$ cat src/rtl/audio_dac_pkg.sv
// audio_dac_pkg: shared defaults and types for the audio DAC serial path
package audio_dac_pkg;
  localparam int SAMPLE_W_DEF = 16;
  typedef enum logic [1:0] {IDLE, WAIT_L, SHIFT, PAD} state_t;
  typedef struct packed {
    logic [SAMPLE_W_DEF-1:0] left;
    logic [SAMPLE_W_DEF-1:0] right;
  } frame_t;
endpackage

$ cat src/rtl/audio_sample_fifo.sv
// audio_sample_fifo: synchronous fall-through FIFO holding stereo frames
module audio_sample_fifo #(
  parameter int W = 32,
  parameter int DEPTH = 8,
  localparam int AW = $clog2(DEPTH),
  localparam int LW = AW + 1
) (
  input  logic          clk,
  input  logic          rst,
  input  logic          push,
  input  logic          pop,
  input  logic [W-1:0]  din,
  output logic [W-1:0]  dout,
  output logic          full,
  output logic          empty,
  output logic [LW-1:0] level
);
  logic [W-1:0] mem [DEPTH];
  logic [AW-1:0] wr_ptr, rd_ptr;
  logic do_push, do_pop;
  assign do_push = push && !full;
  assign do_pop = pop && !empty;
  assign full = level == LW'(DEPTH);
  assign empty = level == '0;
  assign dout = mem[rd_ptr];
  // pointers and occupancy; a simultaneous push and pop leaves the level unchanged
  always_ff @(posedge clk or posedge rst)
    if (rst) begin
      wr_ptr <= '0;
      rd_ptr <= '0;
      level <= '0;
    end else begin
      if (do_push) wr_ptr <= wr_ptr + 1'b1;
      if (do_pop) rd_ptr <= rd_ptr + 1'b1;
      level <= level + LW'(do_push) - LW'(do_pop);
    end
  // frame storage needs no reset; the pointers define what is valid
  always_ff @(posedge clk)
    if (do_push) mem[wr_ptr] <= din;
endmodule

$ cat src/rtl/audio_dac_scheduler.sv
// audio_dac_scheduler: buffers stereo frames and serialises them onto the codec DAC line
module audio_dac_scheduler
  import audio_dac_pkg::*;
#(
  parameter int SAMPLE_W = SAMPLE_W_DEF,
  parameter int FIFO_DEPTH = 8,
  parameter int I2S_MODE = 1,
  localparam int LW = $clog2(FIFO_DEPTH) + 1
) (
  input  logic                  clk_clk,
  input  logic                  reset_reset,
  input  logic                  enable,
  input  logic [2*SAMPLE_W-1:0] s_data,
  input  logic                  s_valid,
  output logic                  s_ready,
  input  logic                  dac_bclk,
  input  logic                  dac_lrck,
  output logic                  dac_dat,
  output logic [LW-1:0]         fifo_level,
  output logic                  underrun,
  output logic [15:0]           underrun_cnt
);
  localparam int CW = $clog2(SAMPLE_W + 1);
  localparam logic SKIP0 = I2S_MODE != 0;
  logic [2:0] bclk_s, lrck_s;
  logic bfall, lr_edge, lr_new;
  state_t state, n_state;
  logic [SAMPLE_W-1:0] sh, n_sh, hold_r, n_hold;
  logic [CW-1:0] cnt, n_cnt;
  logic skip, n_skip, n_dat, n_und, pop, empty, full;
  logic [15:0] n_ucnt;
  logic [2*SAMPLE_W-1:0] rd;
  assign s_ready = !full;
  assign bfall = bclk_s[2] && !bclk_s[1];
  assign lr_edge = lrck_s[2] ^ lrck_s[1];
  assign lr_new = lrck_s[1];
  audio_sample_fifo #(.W(2*SAMPLE_W), .DEPTH(FIFO_DEPTH)) u_fifo (
    .clk(clk_clk),
    .rst(reset_reset),
    .push(s_valid && s_ready),
    .pop(pop),
    .din(s_data),
    .dout(rd),
    .full(full),
    .empty(empty),
    .level(fifo_level)
  );
  // two-flop synchronisers plus a third flop for edge detection
  always_ff @(posedge clk_clk or posedge reset_reset)
    if (reset_reset) begin
      bclk_s <= '0;
      lrck_s <= '0;
    end else begin
      bclk_s <= {bclk_s[1:0], dac_bclk};
      lrck_s <= {lrck_s[1:0], dac_lrck};
    end
  // load on LRCK edges first, then let a same-cycle bit-clock fall act on the new word
  always_comb begin
    n_state = state;
    n_sh = sh;
    n_hold = hold_r;
    n_cnt = cnt;
    n_skip = skip;
    n_dat = dac_dat;
    n_und = 1'b0;
    n_ucnt = underrun_cnt;
    pop = 1'b0;
    if (!enable) begin
      n_state = IDLE;
      n_dat = 1'b0;
    end else if (state == IDLE) begin
      n_state = WAIT_L;
      n_dat = 1'b0;
    end else begin
      if (lr_edge && !lr_new) begin
        pop = !empty;
        n_sh = empty ? '0 : rd[2*SAMPLE_W-1:SAMPLE_W];
        n_hold = empty ? '0 : rd[SAMPLE_W-1:0];
        n_und = empty;
        n_ucnt = underrun_cnt + 16'(empty && underrun_cnt != 16'hFFFF);
      end else if (lr_edge && state != WAIT_L) n_sh = hold_r;
      if (lr_edge && (!lr_new || state != WAIT_L)) begin
        n_cnt = CW'(SAMPLE_W);
        n_skip = SKIP0;
        n_state = SHIFT;
      end
      if (bfall && n_state == SHIFT) begin
        n_dat = n_skip ? 1'b0 : n_sh[SAMPLE_W-1];
        n_sh = n_skip ? n_sh : {n_sh[SAMPLE_W-2:0], 1'b0};
        n_cnt = n_skip ? n_cnt : n_cnt - 1'b1;
        n_state = n_cnt == '0 ? PAD : SHIFT;
        n_skip = 1'b0;
      end else if (bfall && n_state == PAD) n_dat = 1'b0;
    end
  end
  // sequencer state, shifter and counters
  always_ff @(posedge clk_clk or posedge reset_reset)
    if (reset_reset) begin
      state <= IDLE;
      sh <= '0;
      hold_r <= '0;
      cnt <= '0;
      skip <= 1'b0;
      dac_dat <= 1'b0;
      underrun <= 1'b0;
      underrun_cnt <= '0;
    end else begin
      state <= n_state;
      sh <= n_sh;
      hold_r <= n_hold;
      cnt <= n_cnt;
      skip <= n_skip;
      dac_dat <= n_dat;
      underrun <= n_und;
      underrun_cnt <= n_ucnt;
    end
endmodule

$ cat config.mk
export PLATFORM = sky130hd
export DESIGN_NAME = audio_dac_scheduler
export DESIGN_NICKNAME = d
export VERILOG_FILES = /design/src/rtl/audio_dac_pkg.sv /design/src/rtl/audio_sample_fifo.sv /design/src/rtl/audio_dac_scheduler.sv
export SDC_FILE = /design/constraint.sdc
export NUM_CORES = 1
export LEC_CHECK = 0
export BUFFER_PORTS_ARGS = -buffer_cell sky130_fd_sc_hd__buf_2
export CAP_MARGIN = 20
export CORE_MARGIN = 4
export CORE_UTILIZATION = 55
export CTS_CLUSTER_SIZE = 25
export DETAILED_ROUTE_END_ITERATION = 16
export PLACE_DENSITY = 0.69
export SLEW_MARGIN = 20
export SYNTH_ARGS = -nofsm -noshare
export SYNTH_HDL_FRONTEND = slang
export SYNTH_SLANG_ARGS = --single-unit
$ cat constraint.sdc
create_clock -name clk_clk -period 5.9 [get_ports clk_clk]
set_input_delay 1.18 -clock clk_clk [delete_from_list [all_inputs] [get_ports clk_clk]]
set_output_delay 1.18 -clock clk_clk [all_outputs]
set_load 0.01 [all_outputs]
# [Word level (Yosys, flattened, before mapping)]
# Memory sizes are Yosys's and may differ from the RTL's.
# Index checks and enable logic that the tools add are counted.
[word_totals] reg_bits=74 ramBits=256 input_bits=38 out_inout_bits=23 elab_cells=83 memories=1
[memory_table] name="u_fifo.mem" depth=8 width=32 rd=1 rd_ports_with_merged_regs=0 wr=1 line="audio_sample_fifo.sv:18" source="logic [W-1:0] mem [DEPTH];"
[op_classes] n_addsub=6 eq_ne=6 muxes=35 n_bitwise=2 reduce_logical=20
[ops] op="16-bit 2-to-1 mux" n=6
[ops] op="5-bit 2-to-1 mux" n=5
[ops] op="1-bit 2-to-1 mux" n=18
[ops] op="16-bit by 1-bit adder with 16-bit output" n=1
[ops] op="16-bit inequality test (second input constant)" n=1
[ops] op="2-bit 2-to-1 mux" n=6
[ops] op="1-bit logical AND" n=10
[ops] op="3-bit by 1-bit adder with 3-bit output (second input constant)" n=2
[ops] op="5-bit logical NOT" n=1
[ops] op="5-bit by 1-bit subtractor with 5-bit output (second input constant)" n=1
[ops] op="4-bit by 1-bit adder with 4-bit output" n=1
[ops] op="2-bit equality test (second input constant)" n=2
[ops] op="4-bit equality test (second input constant)" n=1
[ops] op="1-bit logical NOT" n=4
[ops] op="4-bit logical NOT" n=1
[ops] op="4-bit by 1-bit inequality test with 1-bit output (second input constant)" n=1
[ops] op="4-bit by 1-bit subtractor with 4-bit output" n=1
[ops] op="3-bit AND reduction" n=1
[ops] op="2-bit logical NOT" n=1
[ops] op="2-bit by 1-bit inequality test with 1-bit output (second input constant)" n=1
[ops] op="2-bit AND reduction" n=1
[ops] op="1-bit logical OR" n=1
[ops] op="1-bit NOT" n=1
[ops] op="1-bit XOR" n=1

# [Depth between registers and ports, before layout]
[logic_depth] depth_word=13 mapped_depth=12 mapped_depth_nobuf=11

# [By module]
# From an unflattened synthesis, not the netlist that was laid out.
[hier_totals] cells_unflattened=806 area_unflattened_um2=13728.2
[modules_own_cells] module="audio_sample_fifo" n_inst=1 cells_per_inst=429 area_per_inst_um2=10323.7 seq_area_each_um2=7937.6
[modules_own_cells] module="audio_dac_scheduler" n_inst=1 cells_per_inst=377 area_per_inst_um2=3404.5 seq_area_each_um2=1601.5

# [Least setup slack after synthesis]
# Ideal clock, no wire load.
[synth_path] path_kind="in2reg" startpoint="input s_valid" endpoint="memory u_fifo.mem[0][0], enable pin" setup_time_ps=461 arrival_time_ps=3834 required_time_ps=5439 path_slack_ps=1605 path_stages=4 path_buffers=1 path_cell_list="and2_1 clkbuf_1 nand2b_1 nor3_1"
[synth_between] elab_chain_cells=4
[synth_rtl] element="start, declared" line="audio_dac_scheduler.sv:14" source="input logic s_valid,"
[synth_rtl] element="1-bit logical AND" line="audio_dac_scheduler.sv:40" source=".push(s_valid && s_ready),"
[synth_rtl] element="1-bit logical AND" line="audio_sample_fifo.sv:21" source="assign do_push = push && !full;"
[synth_rtl] element="net u_fifo.do_push" line="audio_sample_fifo.sv:20" source="logic do_push, do_pop;"
[synth_rtl] element="1-bit 2-to-1 mux" line="audio_sample_fifo.sv:39" source="if (do_push) mem[wr_ptr] <= din;"
[synth_rtl] element="1-bit 2-to-1 mux (implied by the code)" line="audio_sample_fifo.sv:39"
[synth_rtl] element="end, declared" line="audio_sample_fifo.sv:18"
# The timed path passes the listed nets, and every way through them passes these cells.

# [Final worst setup path]
[layout_path] startpoint="register lrck_s[1]" endpoint="register u_fifo.level[2]"
[layout_between] elab_chain_cells=7 word_cells_on_any_way=8 cone_classes="1 x add/sub; 3 x mux; 1 x bitwise; 3 x reduce/logical"
[layout_rtl] element="start, declared" line="audio_dac_scheduler.sv:25" source="logic [2:0] bclk_s, lrck_s;"
[layout_rtl] element="start signal, assigned" line="audio_dac_scheduler.sv:55" source="lrck_s <= {lrck_s[1:0], dac_lrck};"
[layout_rtl] element="1-bit XOR / 1-bit logical NOT (equally long branches)" line="audio_dac_scheduler.sv:35, audio_dac_scheduler.sv:75"
[layout_rtl] element="1-bit logical AND *" line="audio_dac_scheduler.sv:75" source="if (lr_edge && !lr_new) begin"
[layout_rtl] element="1-bit 2-to-1 mux *" line="audio_dac_scheduler.sv:75"
[layout_rtl] element="1-bit 2-to-1 mux *" line="audio_dac_scheduler.sv:71" source="end else if (state == IDLE) begin"
[layout_rtl] element="1-bit 2-to-1 mux *" line="audio_dac_scheduler.sv:68" source="if (!enable) begin"
[layout_rtl] element="1-bit logical AND *" line="audio_sample_fifo.sv:22" source="assign do_pop = pop && !empty;"
[layout_rtl] element="net u_fifo.do_pop" line="audio_sample_fifo.sv:20"
[layout_rtl] element="4-bit by 1-bit subtractor with 4-bit output *" line="audio_sample_fifo.sv:35" source="level <= level + LW'(do_push) - LW'(do_pop);"
[layout_rtl] element="end signal, assigned" line="audio_sample_fifo.sv:35"
[layout_rtl] element="end, declared" line="audio_sample_fifo.sv:16" source="output logic [LW-1:0] level"
# The timed path passes the listed nets; every way through them passes the cells marked *.
# A chain may end at the register's enable or synchronous reset.

==> summary by stage <==
Logic synthesis
The fraction of synthesized cell area taken by the top area cell type is 57.5%. The cell count after synthesis is 777. During synthesis, Yosys emitted a total of 0 warnings. The leading cell type by number of instances after synthesis is sky130_fd_sc_hd__edfxtp_1. The synthesized design contains 330 register bits. After synthesis, the most frequently instantiated cells are sky130_fd_sc_hd__edfxtp_1 (256), sky130_fd_sc_hd__dfrtp_1 (74), sky130_fd_sc_hd__nand2_1 (49), sky130_fd_sc_hd__mux4_2 (46), sky130_fd_sc_hd__a21oi_1 (30). The area fraction in and, or, nand and nor cells after synthesis is 5.55%. Summing the areas of all compound-gate instances in the mapped netlist gives 5.49% of the synthesized area. In this run, synthesis inferred 256 flip-flops with an integrated enable. The synthesized area is 0.0134 mm^2. The main flop type after synthesis is sky130_fd_sc_hd__edfxtp_1. After synthesis, the mean cell area works out to 17.2 um^2. In the synthesized netlist, mux cells make up 12.6% of the area.

For this run, the register share of the synthesized area comes to 71.4%. After synthesis, the largest family of logic cells by area is multiplexers. The synthesized netlist contains 60 unique library cells.

The number of nets handed over by synthesis was 828. The most area-hungry cell type in the Yosys netlist is sky130_fd_sc_hd__edfxtp_1. In the post-synthesis netlist, the biggest area contributors are sky130_fd_sc_hd__edfxtp_1 (58%), sky130_fd_sc_hd__dfrtp_1 (14%), sky130_fd_sc_hd__mux4_2 (7.8%), sky130_fd_sc_hd__mux2_2 (2.4%), sky130_fd_sc_hd__mux2i_1 (1.8%).

The async set-or-reset flop fraction in the synthesized netlist is 22.4%. Summing the areas of all fa, ha and maj instances in the mapped netlist gives 1.27% of the synthesized area. Summing the areas of all xor and xnor instances in the mapped netlist gives 1.51% of the synthesized area.

Timing
Derived from the worst setup path, the maximum achievable clock frequency is 0.306 GHz. Summed over all failing endpoints, the final setup total negative slack is 0 ns. The max-slew violation count is 0.

The total of endpoints with negative setup slack in the final report is 0. Dividing the final minimum period by the clock period gives 55.5%. The tightest slew margin relative to the limit is 30.5%. The time the final worst path needs with I/O delays and setup is 3.27 ns. Setup repair after global routing left no endpoint under its margin. For the pin with the worst max-slew slack, the measured transition is 1.04 ns.

The hold violation total from the final report is 0. Clock skew on the completed layout was measured at 0.0180 ns.

Clock tree
The count of H-tree levels built during CTS is 2. The total setup buffers inserted after CTS is 0. The post-cts resize count is 0.

TritonCTS built the clock tree. The root cell of the clock tree is sky130_fd_sc_hd__clkbuf_16. The number of buffers inserted during clock tree synthesis is 35. The cts-stage hold buffer count is 0. The clock reaches the later pin of the worst-skew pair after 0.52 ns. The number of buffers on the longest clock path is 3. The sink count of the clock tree is 330. After clock tree synthesis, the clock-pin slew on the worst setup and hold paths is 0.06 ns.

Floorplan
Row generation in the floorplan step produced 56 rows. The height of the chip is 164 um. The total area inside the core boundary comes to 0.0237 mm^2. The floorplan step defined a die boundary enclosing 0.0269 mm^2. For this configuration, the core starts out at a cell density of 56.4%. The die is 164 um wide. The number of primary I/O pins is 61.

Power and ir drop
The portion of total power attributed to sequential cells is 45.6%. The power share of the combinational group is 23.8%. Dividing total power by cell area gives a power density of 467 mW/mm^2. Per report_power, the clock group accounts for 30.7% of the total. Cell internal power was estimated by the tool at 5.03 mW. Of the total power, the share spent switching nets is 29.2%.

For this design the static power due to leakage is 5.38 nW. The completed layout was analyzed and its total power is 7.11 mW. The analysis attributes to net switching a power of 2.08 mW. IR analysis of the VDD net gives a maximum drop of 0.261 mV.

Place
The congestion estimate from routability-driven global placement came to 0.840. The sum of net half-perimeters after detailed placement is 17100 um. The count of buffers inserted at the top-level ports is 60. The placed standard-cell area is 0.0141 mm^2.

Worst setup path
Along the worst path, the maximum fanout reaches 19. STA classifies the critical path startpoint as a flip-flop. The critical path required time is 6.30 ns. For the worst setup path, the data arrival time is 3.67 ns. The worst setup path is captured at a flip-flop. The type of the worst setup path is flip-flop to flip-flop.

Outcome
The run finished with clean final reports.

GRT
The largest net degree at the start of global routing is 65. After global routing the overflow that remains totals 0. The total global-route track usage is 21.1%. The first global-routing pass estimated 42900 um of wire. The via count of the first global-routing pass is 7463. The initial antenna violation count is 0.

Layout
The final instance area is 0.0152 mm^2. In the final layout, flip-flops and latches occupy 0.00954 mm^2. The count of filler cells inserted in the layout is 1654.

The fraction of final layout cells with drive strength greater than 1 is 25.4%. Compared with the post-synthesis result, the final layout area differs by 14.0%. The final antenna diode count is 0. Summing all multi-input logic gate instances after layout gives 0.00359 mm^2. In the final design database the tool counted 900 nets.

Routing
After detailed routing, the number of remaining DRC violations is 0. The routed length per placed instance is 22.8 um. After detailed routing, the number of vias per cell comes to 5.93. The detailed-router iteration count before antenna repair is 6. The detailed-route wire length is 27200 um. The via total after detailed routing is 7084. The number of nets with antenna violations after detailed routing is 0. The first routing iteration left 947 violations.

Min path
The worst hold path class is flip-flop to flip-flop.

Job
Max-cap violations in this run came to 0.
-- final timing paths --
check                                    start                      endpoint  slack [ns]  cells past startpoint
setup / recovery           lrck_s[1]$_DFF_PP0_     u_fifo.level[2]$_DFF_PP0_        2.63                     11
hold / removal             bclk_s[0]$_DFF_PP0_           bclk_s[1]$_DFF_PP0_        0.36                      0
setup reg to reg           lrck_s[1]$_DFF_PP0_     u_fifo.level[2]$_DFF_PP0_        2.63                     11
hold reg to reg            bclk_s[0]$_DFF_PP0_           bclk_s[1]$_DFF_PP0_        0.36                      0
max in group asynchronous          reset_reset  u_fifo.rd_ptr[0]$_DFFE_PP0P_        4.06                      3
min in group asynchronous          reset_reset            state[1]$_DFF_PP0_        0.78                      2
-- routing by layer --
layer | track usage, % | up-vias | share of wire [%] | routed length, um
met5 | 0 | - | 0 | 0
met4 | 6.21 | 0 | 2.1 | 569
met3 | 3.51 | 46 | 7.1 | 1920
met2 | 34.2 | 247 | 48 | 13200
met1 | 30.0 | 3584 | 42 | 11500
li1 | - | 3207 | - | -
-- power by group through the flow --
stage / Combinational [mW] / Clock, mW / Sequential, mW
after global routing: 1.84 / 2.34 / 3.28
final: 1.69 / 2.18 / 3.24
after CTS: 1.72 / 2.23 / 3.24
after global placement: 1.61 / 0 / 3.26
after floorplan: 1.36 / 0 / 3.11
after detailed placement: 1.71 / 0 / 3.29
-- worst max-delay path, cell delays in order, from the launching register on --
cell                      delay [ns]
sky130_fd_sc_hd__dfrtp_1        0.42
sky130_fd_sc_hd__inv_1          0.14
sky130_fd_sc_hd__ha_1           0.70
sky130_fd_sc_hd__o211a_4        0.30
sky130_fd_sc_hd__nand2_1        0.32
sky130_fd_sc_hd__inv_1          0.23
sky130_fd_sc_hd__ha_1           0.25
sky130_fd_sc_hd__inv_1          0.06
sky130_fd_sc_hd__ha_1           0.15
sky130_fd_sc_hd__inv_1          0.05
sky130_fd_sc_hd__fa_1           0.39
sky130_fd_sc_hd__xnor2_1        0.14
-- metrics by stage --
| step | instances | hold WS (ns) | utilization [%] | setup slack (ns) |
|---|---|---|---|---|
| after floorplan | 777 | 0.331 | - | 1.60 |
| after global placement | 1125 | 0.347 | 58.8 | 2.58 |
| after detailed placement | 1131 | 0.342 | 59.4 | 2.43 |
| after CTS | 1194 | 0.365 | 64.3 | 2.64 |
| after global routing | 1194 | 0.376 | 64.3 | 2.36 |
| final | 1194 | 0.357 | 64.3 | 2.63 |
-- layout make-up --
class                           count  share of cell area [%]
Clock buffer                       43                    6.15
Tap cell                          319                    2.62
Multi-Input combinational cell    397                    23.6
Timing Repair Buffer               72                    3.25
Inverter                           13                   0.320
Clock inverter                     20                    1.43
Sequential cell                   330                    62.7
-- cell families (layout without fill, tap and decap cells) --
| logic type | count (synthesis) | count (layout) |
|---|---|---|
| AO/OA/AOI/OAI | 112 | 112 |
| flip-flops | 330 | 330 |
| adder cells (fa/ha/maj) | 13 | 13 |
| XOR/XNOR | 23 | 23 |
| buffers and inverters | 50 | 148 |
| multiplexers | 105 | 105 |
| AND/OR/NAND/NOR | 144 | 144 |
-- placed cells by master, fill, tap and decap left out, types with 7 or more instances in the layout --
cell type                     n
sky130_fd_sc_hd__nand2_1     49
sky130_fd_sc_hd__xnor2_1     15
sky130_fd_sc_hd__clkinv_2    10
sky130_fd_sc_hd__mux2i_1     24
sky130_fd_sc_hd__dfrtp_1     72
sky130_fd_sc_hd__mux4_2      46
sky130_fd_sc_hd__a21oi_1     30
sky130_fd_sc_hd__o21ai_1     12
sky130_fd_sc_hd__nand3_1     12
sky130_fd_sc_hd__inv_1       11
sky130_fd_sc_hd__edfxtp_1   256
sky130_fd_sc_hd__nand2b_1     8
sky130_fd_sc_hd__clkbuf_16   36
sky130_fd_sc_hd__ha_1        12
sky130_fd_sc_hd__nor2_1      11
sky130_fd_sc_hd__xor2_1       8
sky130_fd_sc_hd__mux2_2      28
sky130_fd_sc_hd__nor3_1      11
sky130_fd_sc_hd__o21ai_0     17
sky130_fd_sc_hd__buf_2       60
sky130_fd_sc_hd__o32a_1       7
sky130_fd_sc_hd__o32ai_1     15
sky130_fd_sc_hd__o22ai_1     14
sky130_fd_sc_hd__nor2b_1     20
-- sequential cells by signal, summed over array words and instances, names as in the netlist, 3 cells and up --
register       flops
lrck_s             3
hold_r            16
bclk_s             3
sh                16
u_fifo.mem       256
u_fifo.rd_ptr      3
cnt                5
underrun_cnt      16
u_fifo.wr_ptr      3
u_fifo.level       4
(Power assumes the default switching activity.)
